$ cat src/rtl/uart_marco_rx_if.sv
// Signal bundle between the UART line/tick source and the MARCO receiver.
interface uart_marco_rx_if;
  logic       os_tick;
  logic       rx;
  logic [7:0] data;
  logic       data_valid;
  logic       frame_err;
  logic       marco_detected;
  logic       busy;

  // Line and tick source side
  modport master (
    output os_tick,
    output rx,
    input  data,
    input  data_valid,
    input  frame_err,
    input  marco_detected,
    input  busy
  );

  // Receiver side
  modport slave (
    input  os_tick,
    input  rx,
    output data,
    output data_valid,
    output frame_err,
    output marco_detected,
    output busy
  );
endinterface

$ cat src/rtl/uart_marco_rx.sv
// UART 8N1 oversampling receiver with an in-stream "MARCO\n" trigger detector.
module uart_marco_rx #(
  parameter int unsigned OVERSAMPLE = 16
) (
  input  logic             clk,
  input  logic             rst,
  uart_marco_rx_if.slave   bus
);

  localparam int unsigned TICK_W = (OVERSAMPLE > 2) ? $clog2(OVERSAMPLE) : 1;
  localparam logic [TICK_W-1:0] TICK_HALF = TICK_W'(OVERSAMPLE / 2 - 1);
  localparam logic [TICK_W-1:0] TICK_FULL = TICK_W'(OVERSAMPLE - 1);
  localparam logic [2:0]        IDX_LAST  = 3'd5;
  localparam logic [7:0]        CHAR_M    = 8'h4D;

  typedef enum logic [2:0] {
    S_IDLE,
    S_START,
    S_DATA,
    S_STOP,
    S_WAIT_HIGH
  } state_t;

  // Trigger pattern "MARCO\n", indexed by match position
  function automatic logic [7:0] pat_byte(input logic [2:0] idx);
    logic [7:0] b;
    b = 8'h00;
    case (idx)
      3'd0:    b = 8'h4D;
      3'd1:    b = 8'h41;
      3'd2:    b = 8'h52;
      3'd3:    b = 8'h43;
      3'd4:    b = 8'h4F;
      3'd5:    b = 8'h0A;
      default: b = 8'h00;
    endcase
    return b;
  endfunction

  logic              r_rx_meta;
  logic              r_rx_s;
  state_t            r_state;
  logic [TICK_W-1:0] r_tick_cnt;
  logic [2:0]        r_bit_cnt;
  logic [7:0]        r_shift;
  logic [2:0]        r_idx;
  logic [7:0]        r_data;
  logic              r_data_valid;
  logic              r_frame_err;
  logic              r_marco;
  logic              r_busy;

  logic              w_hit;
  logic              w_last;
  logic              w_is_m;

  // Matcher decode of the byte currently held in the shift register
  assign w_hit  = (r_shift == pat_byte(r_idx));
  assign w_last = (r_idx == IDX_LAST);
  assign w_is_m = (r_shift == CHAR_M);

  // Two-flop synchroniser for the asynchronous line; idles high
  always_ff @(posedge clk) begin
    if (rst) begin
      r_rx_meta <= 1'b1;
      r_rx_s    <= 1'b1;
    end else begin
      r_rx_meta <= bus.rx;
      r_rx_s    <= r_rx_meta;
    end
  end

  // Receive FSM, byte capture, pulse outputs and trigger matcher
  always_ff @(posedge clk) begin
    if (rst) begin
      r_state      <= S_IDLE;
      r_tick_cnt   <= '0;
      r_bit_cnt    <= '0;
      r_shift      <= '0;
      r_idx        <= '0;
      r_data       <= '0;
      r_data_valid <= 1'b0;
      r_frame_err  <= 1'b0;
      r_marco      <= 1'b0;
      r_busy       <= 1'b0;
    end else begin
      r_data_valid <= 1'b0;
      r_frame_err  <= 1'b0;
      r_marco      <= 1'b0;

      case (r_state)
        S_IDLE: begin
          if (bus.os_tick && !r_rx_s) begin
            r_state    <= S_START;
            r_tick_cnt <= '0;
            r_busy     <= 1'b1;
          end
        end

        // Re-check the line half a bit in to reject short glitches
        S_START: begin
          if (bus.os_tick) begin
            if (r_tick_cnt == TICK_HALF) begin
              r_tick_cnt <= '0;
              if (!r_rx_s) begin
                r_state   <= S_DATA;
                r_bit_cnt <= '0;
              end else begin
                r_state <= S_IDLE;
                r_busy  <= 1'b0;
              end
            end else begin
              r_tick_cnt <= r_tick_cnt + TICK_W'(1);
            end
          end
        end

        // Mid-bit sampling, LSB first
        S_DATA: begin
          if (bus.os_tick) begin
            if (r_tick_cnt == TICK_FULL) begin
              r_tick_cnt <= '0;
              r_shift    <= {r_rx_s, r_shift[7:1]};
              if (r_bit_cnt == 3'd7) begin
                r_state   <= S_STOP;
                r_bit_cnt <= '0;
              end else begin
                r_bit_cnt <= r_bit_cnt + 3'd1;
              end
            end else begin
              r_tick_cnt <= r_tick_cnt + TICK_W'(1);
            end
          end
        end

        // Stop-bit check; a good byte also advances the matcher
        S_STOP: begin
          if (bus.os_tick) begin
            if (r_tick_cnt == TICK_FULL) begin
              r_tick_cnt <= '0;
              if (r_rx_s) begin
                r_data       <= r_shift;
                r_data_valid <= 1'b1;
                r_state      <= S_IDLE;
                r_busy       <= 1'b0;
                if (w_hit) begin
                  if (w_last) begin
                    r_marco <= 1'b1;
                    r_idx   <= '0;
                  end else begin
                    r_idx <= r_idx + 3'd1;
                  end
                end else begin
                  r_idx <= w_is_m ? 3'd1 : 3'd0;
                end
              end else begin
                r_frame_err <= 1'b1;
                r_idx       <= '0;
                r_state     <= S_WAIT_HIGH;
              end
            end else begin
              r_tick_cnt <= r_tick_cnt + TICK_W'(1);
            end
          end
        end

        // Hold off after a framing error until the line returns high
        S_WAIT_HIGH: begin
          if (r_rx_s) begin
            r_state <= S_IDLE;
            r_busy  <= 1'b0;
          end
        end

        default: begin
          r_state <= S_IDLE;
          r_busy  <= 1'b0;
        end
      endcase
    end
  end

  assign bus.data           = r_data;
  assign bus.data_valid     = r_data_valid;
  assign bus.frame_err      = r_frame_err;
  assign bus.marco_detected = r_marco;
  assign bus.busy           = r_busy;

endmodule
$ cat src/flat_wrapper.sv
// flat-port wrapper written by rule: the top's interface ports become plain ports
module uart_marco_rx_flat 
#(
  parameter int unsigned OVERSAMPLE = 16
)
  (clk, rst, bus_os_tick, bus_rx, bus_data, bus_data_valid, bus_frame_err, bus_marco_detected, bus_busy);
  uart_marco_rx_if bus_i ();
  input  logic clk;
  input  logic rst;
  input wire logic [$bits(bus_i.os_tick)-1:0] bus_os_tick;
  input wire logic [$bits(bus_i.rx)-1:0] bus_rx;
  output wire logic [$bits(bus_i.data)-1:0] bus_data;
  output wire logic [$bits(bus_i.data_valid)-1:0] bus_data_valid;
  output wire logic [$bits(bus_i.frame_err)-1:0] bus_frame_err;
  output wire logic [$bits(bus_i.marco_detected)-1:0] bus_marco_detected;
  output wire logic [$bits(bus_i.busy)-1:0] bus_busy;
  assign bus_i.os_tick = bus_os_tick;
  assign bus_i.rx = bus_rx;
  assign bus_data = bus_i.data;
  assign bus_data_valid = bus_i.data_valid;
  assign bus_frame_err = bus_i.frame_err;
  assign bus_marco_detected = bus_i.marco_detected;
  assign bus_busy = bus_i.busy;
  uart_marco_rx #(.OVERSAMPLE(OVERSAMPLE)) u_core (.clk(clk), .rst(rst), .bus(bus_i));
endmodule
$ cat config.mk
export PLATFORM = sky130hd
export DESIGN_NAME = uart_marco_rx_flat
export DESIGN_NICKNAME = d
export VERILOG_FILES = /design/src/rtl/uart_marco_rx_if.sv /design/src/rtl/uart_marco_rx.sv /design/src/flat_wrapper.sv
export SDC_FILE = /design/constraint.sdc
export NUM_CORES = 1
export LEC_CHECK = 0
export ABC_AREA = 1
export BUFFER_PORTS_ARGS = -buffer_cell sky130_fd_sc_hd__buf_4
export CORE_MARGIN = 10
export CORE_UTILIZATION = 55
export DETAILED_ROUTE_END_ITERATION = 6
export GPL_TIMING_DRIVEN = 0
export PLACE_DENSITY = 0.75
export SETUP_SLACK_MARGIN = 0.02
export SLEW_MARGIN = 20
export SYNTH_ARGS = -nofsm -noshare
export SYNTH_HDL_FRONTEND = slang
export SYNTH_SLANG_ARGS = --single-unit
$ cat constraint.sdc
create_clock -name clk -period 1.7 [get_ports clk]
set_input_delay 0.17 -clock clk [delete_from_list [all_inputs] [get_ports clk]]
set_output_delay 0.17 -clock clk [all_outputs]
set_load 0.02 [all_outputs]
After elaboration in Yosys (flattened, before gate mapping):

Cells that the tools add are included.

* bits in registers: 35
* output and inout bits: 12
* word-level logic and storage cells: 102

* reduce and logical (&&, ||, !) cells: 16
* $add $sub $neg: 3
* mux-type cells: 40
* bitwise logic cells: 6
* equality and inequality tests: 25

Operators with widths (count)
* $mux W3: 19
* $pmux W7 S6: 1
* $mux W4: 5
* $pmux W3 S5: 1
* $ne A2 B1 Y1 const B: 7
* $eq A3 B2 Y1 const B: 4
* $eq A3 B3 Y1 const B: 4
* $pmux W4 S3: 1
* $reduce_and A6 Y1: 2
* $mux W1: 10
* $reduce_and A9 Y1: 1
* $eq A8 B7 Y1: 1
* $eq A8 B7 Y1 const B: 1
* $ne A2 B2 Y1 const B: 4
* $reduce_and A4 Y1: 2
* $add A3 B1 Y3 const B: 2
* $eq A3 B1 Y1 const B: 2
* $logic_not A3 Y1: 2
* $not A1 Y1: 6
* $pmux W3 S2: 1
* $reduce_and A3 Y1: 2
* $reduce_or A6 Y1: 1
* $pmux W1 S5: 1
* $add A4 B1 Y4 const B: 1
* 9 further kinds: 9

Longest topological paths before layout:

Gate-level depths: netlist of run 1.

* depth after elaboration: 5
* gate-level depth with buffers: 13

Worst setup path after synthesis of run 1:

No wires, ideal clock.

* path type: reg2reg
* start point: register u_core.r_tick_cnt[0]
* end point: register u_core.r_state[1]
* arrival time: 1.350 ns
* cell stages (with the launch flop): 11
* clock period less this slack: 1.469 ns
* setup time: 0.119 ns
* slack: 0.231 ns
* cells stage by stage: dfxtp_1 -> ha_1 -> nand2_1 -> nor2_4 -> nand2_1 -> nand2_1 -> nand2_1 -> nor2_1 -> nand2_2 -> o21ai_0 -> a21oi_1

* cells in the longest elaborated chain, start to end: 3
* elaborated cells between the ends (all ways): 6
* those cells by class: eq/ne: 5; reduce/logical: 1

Ends and longest elaborated chain
* start, declared: RTL line uart_marco_rx.sv:43 `logic [TICK_W-1:0] r_tick_cnt;`
* start signal, assigned: RTL line uart_marco_rx.sv:113 `r_tick_cnt <= r_tick_cnt + TICK_W'(1);`
* start signal, assigned: RTL line uart_marco_rx.sv:131 `r_tick_cnt <= r_tick_cnt + TICK_W'(1);`
* start signal, assigned: RTL line uart_marco_rx.sv:162 `r_tick_cnt <= r_tick_cnt + TICK_W'(1);`
* $eq A4 B4 Y1 / $eq A4 B3 Y1 (equally long branches): RTL line uart_marco_rx.sv:121, uart_marco_rx.sv:139, uart_marco_rx.sv:103
* $ne A2 B1 Y1 (no source line)
* $reduce_and A9 Y1 (no source line) *
* end signal, assigned: RTL line uart_marco_rx.sv:125 `r_state <= S_STOP;`
* end signal, assigned: RTL line uart_marco_rx.sv:144 `r_state <= S_IDLE;`
* end signal, assigned: RTL line uart_marco_rx.sv:159 `r_state <= S_WAIT_HIGH;`
* end, declared: RTL line uart_marco_rx.sv:42 `state_t r_state;`

Every way passes the cells marked *; elsewhere a longest branch is shown, timed or not.
A chain may end at the register's enable or synchronous reset.

Final worst setup path of run 1:

* start point: register u_core.r_tick_cnt[1]
* end point: register u_core.r_state[1]

Same word-level chain as after synthesis.

==> run metrics, run 1 <==
result of the run=complete, no violations; number of maximum-capacitance constraint violations=0; count of final hold-check violations=0; share of synthesized area occupied by flip-flops and latches=41.03%; asr flop ratio synth=0%; area growth from synthesis to layout=17.58%; later-pin clock latency in the skew report=0.34 ns; RSZ-0062 raised after global routing=false; WL final=3777 µm; fin nets=270; buffer depth of the longest clock path=2; Reg2Reg Capture Point=u_core.r_state[1]$_SDFFE_PP0P_; largest net degree at the start of global routing=11; total congestion overflow=0; most frequent cells after synthesis=nand2_1 (36), dfxtp_1 (35), o21ai_0 (29); cell area reported after detailed placement=1862 µm²; total setup violations reported at the end of the flow=0; Final Skew=0.01171 ns; highest fanout seen on the critical path=4; max-slew violation total from the final report=0; Mapped Area=1708 µm²; DP Wirelength=2736 µm; required time of the critical path=1.94 ns; leading register cell type out of synthesis=dfxtp_1; I/O pin total=16; Vert. Die Dim=75.73 µm; power density of the placed cells=861.1 nW/µm²; count of vias placed by the detailed router=1615; fin crit period=1.587 ns; quantity of I/O buffers inserted on ports=15; count of TritonRoute iterations in the first routing pass=4; count of nets left with antenna violations after detail routing=0; synth top area cells=dfxtp_1 (41%), o21ai_0 (8.5%), nand2_1 (7.9%); post-synth net total=244; area leader, netlist=dfxtp_1; part of the cycle the worst path needs=93.36%; Gate Count Post-Synth=236; reg-to-reg startpoint=u_core.r_tick_cnt[1]$_SDFFE_PP0P_; number of enable flip-flop cells after synthesis=0; WHS Path Cells=3; CTS buffer count=5; unique cell type count in the Yosys netlist=29; overall power consumption=1.729 mW; register clock-pin slew on the reported worst setup and hold paths=0.11 ns; chip width=75.73 µm; worst-case reg-to-reg path depth=10; flip-flop and latch count after synthesis=35; Critical Path End Type=register; number of global-route vias before repair=1384; Starting Density=56.88%; critical path launch point type=register; initial antenna violation count=0; Static Leak=0.8677 nW; Die ar.=5734 µm²; IR Drop Worst-Case VDD=597.8 µV; TritonCTS clock tree=built; most common cell in the synthesized netlist=nand2_1; H-tree depth=2; number of DRC violations after detailed routing=0; DRC marker count from the first detailed-route iteration=97; row count=20; wire per inst=12.76 µm; signal arrival time at the worst endpoint=1.83 ns; worst-case hold path end point=u_core.bus.frame_err$_SDFF_PP0_; Setup TNS=0 ns; Non-Filler Cell Area, Final=2008 µm²; fmax=0.6301 GHz; worst-case register-to-register setup slack=0.11 ns; placer's final routability congestion estimate=0.8801; Min-Delay Path Class=in -> reg; total track usage=13.55%; vias per cell=5.456; placeable core area=3003 µm²; share of layout cells above drive strength 1=22.05%; number of warnings printed during yosys synthesis=0; n_diodes=0; first-pass GRT wire length=6085 µm; Hold Startpoint=bus_os_tick; mean post-synth cell area=7.237 µm²; number of clock sinks=35; top-area cell type share of the netlist area=41.03%; worst-margin pin slew=0.4663 ns; normalized max-slew margin=68.91%; clock root buffer master=clkbuf_4; classification of the worst setup path=reg -> reg
==> where the power goes <==
| group | switching, mW | total [mW] | internal (mW) | leakage [nW] |
|---|---|---|---|---|
| combinational | 0.247 | 0.380 | 0.133 | 0.553 |
| sequential | 0.0439 | 0.917 | 0.873 | 0.285 |
| clock | 0.271 | 0.432 | 0.161 | 0.0293 |
==> what timing repair did <==
item	CTS	global route
buffers inserted	0	4
pin swaps	0	4
hold buffers	0	1
endpoints found under the hold margin	0	1
gates resized for setup	1	20
setup endpoints to repair	4	21
==> worst max-delay path by stage <==
stage	startpoint	cells after the start	end	slack, ns
2_1_floorplan	u_core.r_tick_cnt[0]$_SDFFE_PP0P_	10	u_core.r_state[1]$_SDFFE_PP0P_	0.23
4_1_cts	u_core.r_tick_cnt[1]$_SDFFE_PP0P_	10	u_core.r_state[1]$_SDFFE_PP0P_	0.02
3_5_place_dp	u_core.r_tick_cnt[1]$_SDFFE_PP0P_	8	u_core.r_shift[0]$_SDFFE_PP0P_	0.01
6_report	u_core.r_tick_cnt[1]$_SDFFE_PP0P_	10	u_core.r_state[1]$_SDFFE_PP0P_	0.11
5_1_grt	u_core.r_tick_cnt[0]$_SDFFE_PP0P_	10	u_core.r_state[1]$_SDFFE_PP0P_	0.02
3_3_place_gp	u_core.r_tick_cnt[0]$_SDFFE_PP0P_	8	u_core.r_shift[1]$_SDFFE_PP0P_	0.05
==> kinds of logic after synthesis <==
logic type	Yosys count	share of synthesized area, %
xor gates and xnor gates	1	0.5129
and+or+nand+nor	106	30.26
adders and majority gates	4	2.931
buffers and inverters	36	8.498
AOI/OAI and AO/OA	54	16.78
DFF	35	41.03
==> registers in the layout, summed over array words and instances (netlist names), 3 cells and up <==
| signal | cells |
|---|---|
| u_core.bus.data | 8 |
| u_core.r_state | 3 |
| u_core.r_shift | 8 |
| u_core.r_idx | 3 |
| u_core.r_bit_cnt | 3 |
| u_core.r_tick_cnt | 4 |
==> layout make-up <==
| cell class | count | area [µm²] |
|---|---|---|
| buffer | 5 | 30.03 |
| inverter | 30 | 112.6 |
| multi-input combinational | 165 | 915.9 |
| clock buffer | 7 | 45.04 |
| clock inverter | 1 | 5.005 |
| fill | 265 | 994.7 |
| timing repair buffer | 20 | 152.6 |
| sequential | 35 | 705.7 |
| tap | 33 | 41.29 |
==> critical path, cell delays in order (launching register included) <==
cell and delay (ns):
dfxtp_2 0.38, ha_4 0.15, nand2_4 0.07, nor2_4 0.18, nand2_2 0.10, nand2_1 0.09
nand2_1 0.07, nor2_2 0.15, nand2_2 0.11, o21ai_1 0.13, a21oi_1 0.05
==> layout by cell type (no fill, tap or decap), drive strengths merged, types with 2 or more instances in the layout <==
cell type	count
nor2	30
buf	21
o21ai	30
nand2	38
inv	30
a211oi	2
nor4	2
nor3	4
or2	3
ha	4
clkbuf	10
dfxtp	35
a21oi	19
nand4	7
nand3	21
==> per-stage QoR <==
step           hold slack (ns)  cells  setup slack (ns)  utilization [%]
2_1_floorplan           0.2738    236            0.2309                -
3_3_place_gp            0.3563    284           0.05450            62.00
3_5_place_dp            0.3649    284           0.01124            62.00
4_1_cts               0.002437    292           0.02235            63.75
5_1_grt                 0.1318    296           0.01707            66.88
6_report                0.1534    296            0.1129            66.88
==> layer usage <==
metal / vias up / GRT usage (%) / wire length [µm]
met1: 716 / 17.48 / 1769
met2: 40 / 20.11 / 1694
met5: - / 0 / 0
met4: 0 / 5.361 / 77
li1: 847 / - / -
met3: 12 / 4.688 / 235
Note: power is estimated with default switching activity, not from simulation.
==> run 2, diff against run 1 <==
CORE_ASPECT_RATIO = 0.5   (was unset)
==> run metrics, run 2 (synthesized netlist as in run 1, its figures left out) <==
clock root buffer master=clkbuf_8; required time of the critical path=1.85 ns (-0.09 ns); normalized max-slew margin=63.68% (-5.2 points); Final Core Density=70.80% (+3.9 points); IR Drop Worst-Case VDD=740.2 µV (+24%); sequential fraction of design power=43.5% (-9.5 points); worst-case hold path end point=u_core.r_rx_meta$_SDFF_PP1_; met2 layer usage reported by global route=23.43% (+3.3 points); quantity of I/O buffers inserted on ports=15 (unchanged); Net Sw Frac=29.76% (-2.8 points); relative contribution of the clock network to total power=36.7% (+12 points); overall power consumption=2.130 mW (+23%); Hold Startpoint=bus_rx; fin crit period=1.626 ns (+0.03917 ns); classification of the worst setup path=reg -> reg; power density of the placed cells=1004 nW/µm² (+17%); worst-case reg-to-reg path depth=10 (unchanged); fin nets=271 (+0.37%); Final Skew=0.006843 ns (-0.004866 ns); Critical Path End Type=register; number of DRC violations after detailed routing=0 (unchanged); Slowest-stage cell, CP=dfxtp_2; Setup TNS=0 ns (unchanged); Die ar.=5870 µm² (+2.4%); worst-margin pin slew=0.5448 ns (+0.07853 ns); n_diodes=0 (unchanged); Starting Density=57.02% (+0.14 points); total congestion overflow=0 (unchanged); total track usage=14.13% (+0.59 points); H-tree depth=2 (unchanged); wire per inst=14.16 µm (+11%); part of the cycle the worst path needs=95.67% (+2.3 points); Logic pwr share=19.8% (-2.2 points); chip width=98.81 µm (+30%); number of clock sinks=35 (unchanged); area growth from synthesis to layout=24.18%; global-route layer with the greatest usage=met2; count of vias placed by the detailed router=1655 (+2.5%); CP bufs+invs=0 (unchanged); worst-case register-to-register setup slack=0.07 ns (-0.04 ns); vias per cell=5.444 (-0.22%); largest net degree at the start of global routing=12 (+1); net switching power=0.6339 mW (+13%); signal arrival time at the worst endpoint=1.78 ns (-0.05 ns); Cell Chain, Critical Path=ha_4 > nand2_4 > nor2_4 > nand2_2 > nand2_2 > nand2_2 > nor2_4 > nand2_2 > nor2_2 > a211oi_2; number of instances in the placed design=291 (+2.5%); max-slew violation total from the final report=0 (unchanged); WL final=4306 µm (+14%); Layout Cells excl Fill=304 (+2.7%); Max stage delay on crit path=0.37 ns (about the same); WHS Path Cells=2 (-1); highest fanout seen on the critical path=4 (unchanged); cell repeated most along the worst path=nand2_2; grt met3 use=5.355% (+0.67 points); CP top delay family=simple AND/OR/NAND/NOR gates; total setup violations reported at the end of the flow=0 (unchanged); number of global-route vias before repair=1457 (+5.3%); result of the run=complete, no violations; placer's final routability congestion estimate=0.8317 (-5.5%); Static Leak=0.9112 nW (+5.0%); TritonCTS clock tree=built; first-pass GRT wire length=6762 µm (+11%); critical path launch point type=register; cell internal power dissipation=1.496 mW (+28%); Hold WS=0.06078 ns (-0.09263 ns); Min-Delay Path Class=in -> reg; count of final hold-check violations=0 (unchanged); DRC marker count from the first detailed-route iteration=96 (-1.0%); reg-to-reg startpoint=u_core.r_tick_cnt[1]$_SDFFE_PP0P_; buffer depth of the longest clock path=2 (unchanged); Vert. Die Dim=59.41 µm (-22%); I/O pin total=16 (unchanged); row count=14 (-30%); fmax=0.6149 GHz (-2.4%); GR Util met1=16.84% (-0.63 points); most frequent cells in the layout=nand2_1 (30), dfxtp_1 (28), o21ai_0 (27), inv_1 (25), buf_4 (22); number of hold buffers added after CTS=0 (unchanged); register clock-pin slew on the reported worst setup and hold paths=0.07 ns (-0.04 ns); count of TritonRoute iterations in the first routing pass=4 (unchanged); initial antenna violation count=0 (unchanged); leading cell type in the layout, fill and taps excluded=nand2_1; share of layout cells above drive strength 1=26.89% (+4.8 points); count of nets left with antenna violations after detail routing=0 (unchanged); Reg2Reg Capture Point=u_core.r_state[0]$_SDFFE_PP0P_; later-pin clock latency in the skew report=0.29 ns (-0.05 ns); placeable core area=2995 µm² (-0.25%); number of maximum-capacitance constraint violations=0 (unchanged); DP Wirelength=2922 µm (+6.8%); CTS buffer count=5 (unchanged)
-- run 2: changes by cell type in the layout (fill, tap and decap cells not counted), moves of 2 or more --
cell / before / now
dfxtp_1: 31 / 28
dfxtp_2: 4 / 6
nand2_1: 33 / 30
nor2_4: 3 / 5
nand2_2: 4 / 7
clkbuf_8: 0 / 6
nor2_1: 22 / 19
buf_4: 20 / 22
clkbuf_4: 5 / 0
clkbuf_1: 5 / 3
-- run 2: metal layers --
metal,part of all wire [%],wire length [µm]
met1,45,1922
met2,47,2006
met3,7.5,322
met4,1.3,54
met5,0,0
-- run 2: how the worst max path moves through the flow --
stage	from	to	cells past startpoint
after floorplan	u_core.r_tick_cnt[0]$_SDFFE_PP0P_	u_core.r_state[1]$_SDFFE_PP0P_	10
after global placement	u_core.r_tick_cnt[0]$_SDFFE_PP0P_	u_core.r_state[1]$_SDFFE_PP0P_	10
after detailed placement	u_core.r_tick_cnt[0]$_SDFFE_PP0P_	u_core.r_state[1]$_SDFFE_PP0P_	10
after CTS	u_core.r_tick_cnt[0]$_SDFFE_PP0P_	u_core.r_state[1]$_SDFFE_PP0P_	10
after global routing	u_core.r_tick_cnt[1]$_SDFFE_PP0P_	u_core.r_state[0]$_SDFFE_PP0P_	10
final	u_core.r_tick_cnt[1]$_SDFFE_PP0P_	u_core.r_state[0]$_SDFFE_PP0P_	10
-- run 2: stage by stage --
step                      setup slack (ns)  area, µm²
final                              0.07368       2121
after CTS                          0.01379       2018
after global placement             0.06940       1871
after detailed placement          -0.02064       1871
after floorplan                     0.2309       1708
after global routing              -0.03617       2121
-- run 2: power groups by stage --
stage               sequential (mW)  clock, mW  combinational [mW]
global placement              0.927          0               0.327
floorplan                     0.929          0               0.259
CTS                           0.912      0.787               0.358
finish                        0.927      0.781               0.422
global route                  0.931      0.828               0.474
detailed placement            0.929          0               0.342
-- run 2: timing repair --
item,CTS,global route
endpoints found under the hold margin,0,0
pin swaps,3,9
setup endpoints to repair,11,28
buffers inserted,2,4
resized for setup,5,28
-- run 2: layout make-up --
class | count | area [µm²]
Tap cell | 40 | 50.05
Sequential cell | 35 | 711.9
Clock inverter | 2 | 35.03
Inverter | 30 | 112.6
Fill cell | 249 | 874.6
Multi-Input combinational cell | 165 | 940.9
Timing Repair Buffer | 21 | 157.7
Buffer | 5 | 30.03
Clock buffer | 6 | 82.58
==> run 3, diff against run 2 <==
BUFFER_PORTS_ARGS = -buffer_cell sky130_fd_sc_hd__buf_2   (was -buffer_cell sky130_fd_sc_hd__buf_4)
CAP_MARGIN = 25   (was unset)
clock period = 1.65 ns   (was 1.7 ns; I/O delays follow)
==> run metrics, run 3 (synthesized netlist as in run 1, its figures left out) <==
overall power consumption=2.265 mW (+6.3%); classification of the worst setup path=reg -> reg; count of TritonRoute iterations in the first routing pass=4 (unchanged); fmax=0.6459 GHz (+5.0%); buffer depth of the longest clock path=2 (unchanged); count of nets left with antenna violations after detail routing=0 (unchanged); chip width=98.81 µm (unchanged); Cell Chain, Critical Path=ha_4 > nand2_4 > nor2_4 > nor2_1 > nor3_4 > o21ai_0 > o21ai_0 > nor2_1; largest net degree at the start of global routing=12 (unchanged); Starting Density=57.02% (unchanged); fin nets=271 (unchanged); CTS buffer count=5 (unchanged); wire per inst=13.24 µm (-6.5%); clock root buffer master=clkbuf_8; total track usage=13.83% (-0.31 points); normalized max-slew margin=65.31% (+1.6 points); number of instances in the placed design=291 (unchanged); part of the cycle the worst path needs=93.83% (-1.8 points); row count=14 (unchanged); signal arrival time at the worst endpoint=1.71 ns (-0.07 ns); highest fanout seen on the critical path=6 (+2); Critical Path End Type=register; max-slew violation total from the final report=0 (unchanged); most frequent cells in the layout=nand2_1 (32), dfxtp_1 (29), o21ai_0 (26), inv_1 (24), nor2_1 (20); number of global-route vias before repair=1541 (+5.8%); RSZ-0062 raised after global routing=true; leading cell type in the layout, fill and taps excluded=nand2_1; H-tree depth=2 (unchanged); vias per cell=5.622 (+3.3%); critical path launch point type=register; total congestion overflow=0 (unchanged); n_diodes=0 (unchanged); DP Wirelength=2829 µm (-3.2%); Static Leak=0.9128 nW (+0.17%); total setup violations reported at the end of the flow=0 (unchanged); count of vias placed by the detailed router=1709 (+3.3%); Max stage delay on crit path=0.37 ns (about the same); Min-Delay Path Class=in -> reg; area growth from synthesis to layout=22.56%; register clock-pin slew on the reported worst setup and hold paths=0.06 ns (about the same); final-layout fill cell count=253 (+1.6%); I/O pin total=16 (unchanged); Final Core Density=69.88% (-0.92 points); Slowest-stage cell, CP=dfxtp_4; fin crit period=1.548 ns (-0.07811 ns); count of final hold-check violations=0 (unchanged); Die ar.=5870 µm² (unchanged); WL final=4024 µm (-6.5%); TritonCTS clock tree=built; quantity of I/O buffers inserted on ports=15 (unchanged); placeable core area=2995 µm² (unchanged); IR Drop Worst-Case VDD=690.3 µV (-6.7%); CP top delay family=simple AND/OR/NAND/NOR gates; share of layout cells above drive strength 1=26.14% (-0.76 points); number of hold buffers added after CTS=0 (unchanged); initial antenna violation count=0 (unchanged); Layout Cells excl Fill=304 (unchanged); Final Skew=0.009519 ns (+0.002676 ns); power density of the placed cells=1082 nW/µm² (+7.7%); CP bufs+invs=0 (unchanged); number of maximum-capacitance constraint violations=0 (unchanged); number of clock sinks=35 (unchanged); worst-margin pin slew=0.5204 ns (-0.02446 ns); number of DRC violations after detailed routing=0 (unchanged); first-pass GRT wire length=6610 µm (-2.2%); DRC marker count from the first detailed-route iteration=80 (-17%); Vert. Die Dim=59.41 µm (unchanged); later-pin clock latency in the skew report=0.29 ns (about the same); required time of the critical path=1.81 ns (-0.04 ns); result of the run=complete, no violations; placer's final routability congestion estimate=0.8448 (+1.6%)
-- run 3: cell types whose count changed in the layout (fill, tap and decap cells not counted), moves of 2 or more --
cell     delta
dfxtp_4     +3
nand2_1     +2
nand2_2     -2
dfxtp_2     -4
buf_2      +16
buf_4      -17
nor2_4      -2
-- run 3: what timing repair did --
action                                  4_1_cts  5_1_grt
gates resized for setup                      10       24
pin swaps                                     2        6
cloned                                        0        1
buffers inserted                              1        4
endpoints found under the setup margin       14       22
-- run 3: per-stage QoR --
stage / cell area [µm²] / hold WS (ns) / setup TNS, ns / worst slack (ns)
after floorplan: 1708 / 0.2688 / 0 / 0.1809
after global placement: 1833 / 0.3467 / 0 / 0.01540
after detailed placement: 1833 / 0.3500 / -0.1424 / -0.04112
after CTS: 1996 / 0.05161 / 0 / 0.02101
after global routing: 2093 / 0.06958 / 0 / 0.01334
final: 2093 / 0.05571 / 0 / 0.1018
-- run 3: final timing paths --
path | from | to | slack, ns | depth (start not counted)
worst min-delay path | bus_rx | u_core.r_rx_meta$_SDFF_PP1_ | 0.06 | 2
worst max register to register | u_core.r_tick_cnt[0]$_SDFFE_PP0P_ | u_core.r_bit_cnt[1]$_SDFFE_PP0P_ | 0.10 | 8
worst min register to register | u_core.r_rx_meta$_SDFF_PP1_ | u_core.r_rx_s$_SDFF_PP1_ | 0.41 | 1
worst max-delay path | u_core.r_tick_cnt[0]$_SDFFE_PP0P_ | u_core.r_bit_cnt[1]$_SDFFE_PP0P_ | 0.10 | 8
-- run 3: final cells by class --
type	instances	area (µm²)	share of cell area, %
buffer	5	30.03	1.435
clock buffer	6	72.57	3.467
timing repair buffer	21	117.6	5.619
inverter	30	112.6	5.380
sequential	35	718.2	34.31
clock inverter	2	60.06	2.869
tap	40	50.05	2.391
multi-input combinational	165	932.1	44.53
-- run 3: layer usage --
metal	wire length [µm]	part of all wire [%]	GRT usage [%]
met5	0	0	0
met4	50	1.2	3.854
met3	238	5.9	6.752
met2	1887	47	22.60
met1	1848	46	15.87
-- run 3: report_power, final --
part	internal, mW	switching (mW)	leakage [nW]
Combinational	0.135	0.260	0.560
Sequential	0.899	0.0499	0.287
Clock	0.604	0.317	0.0654
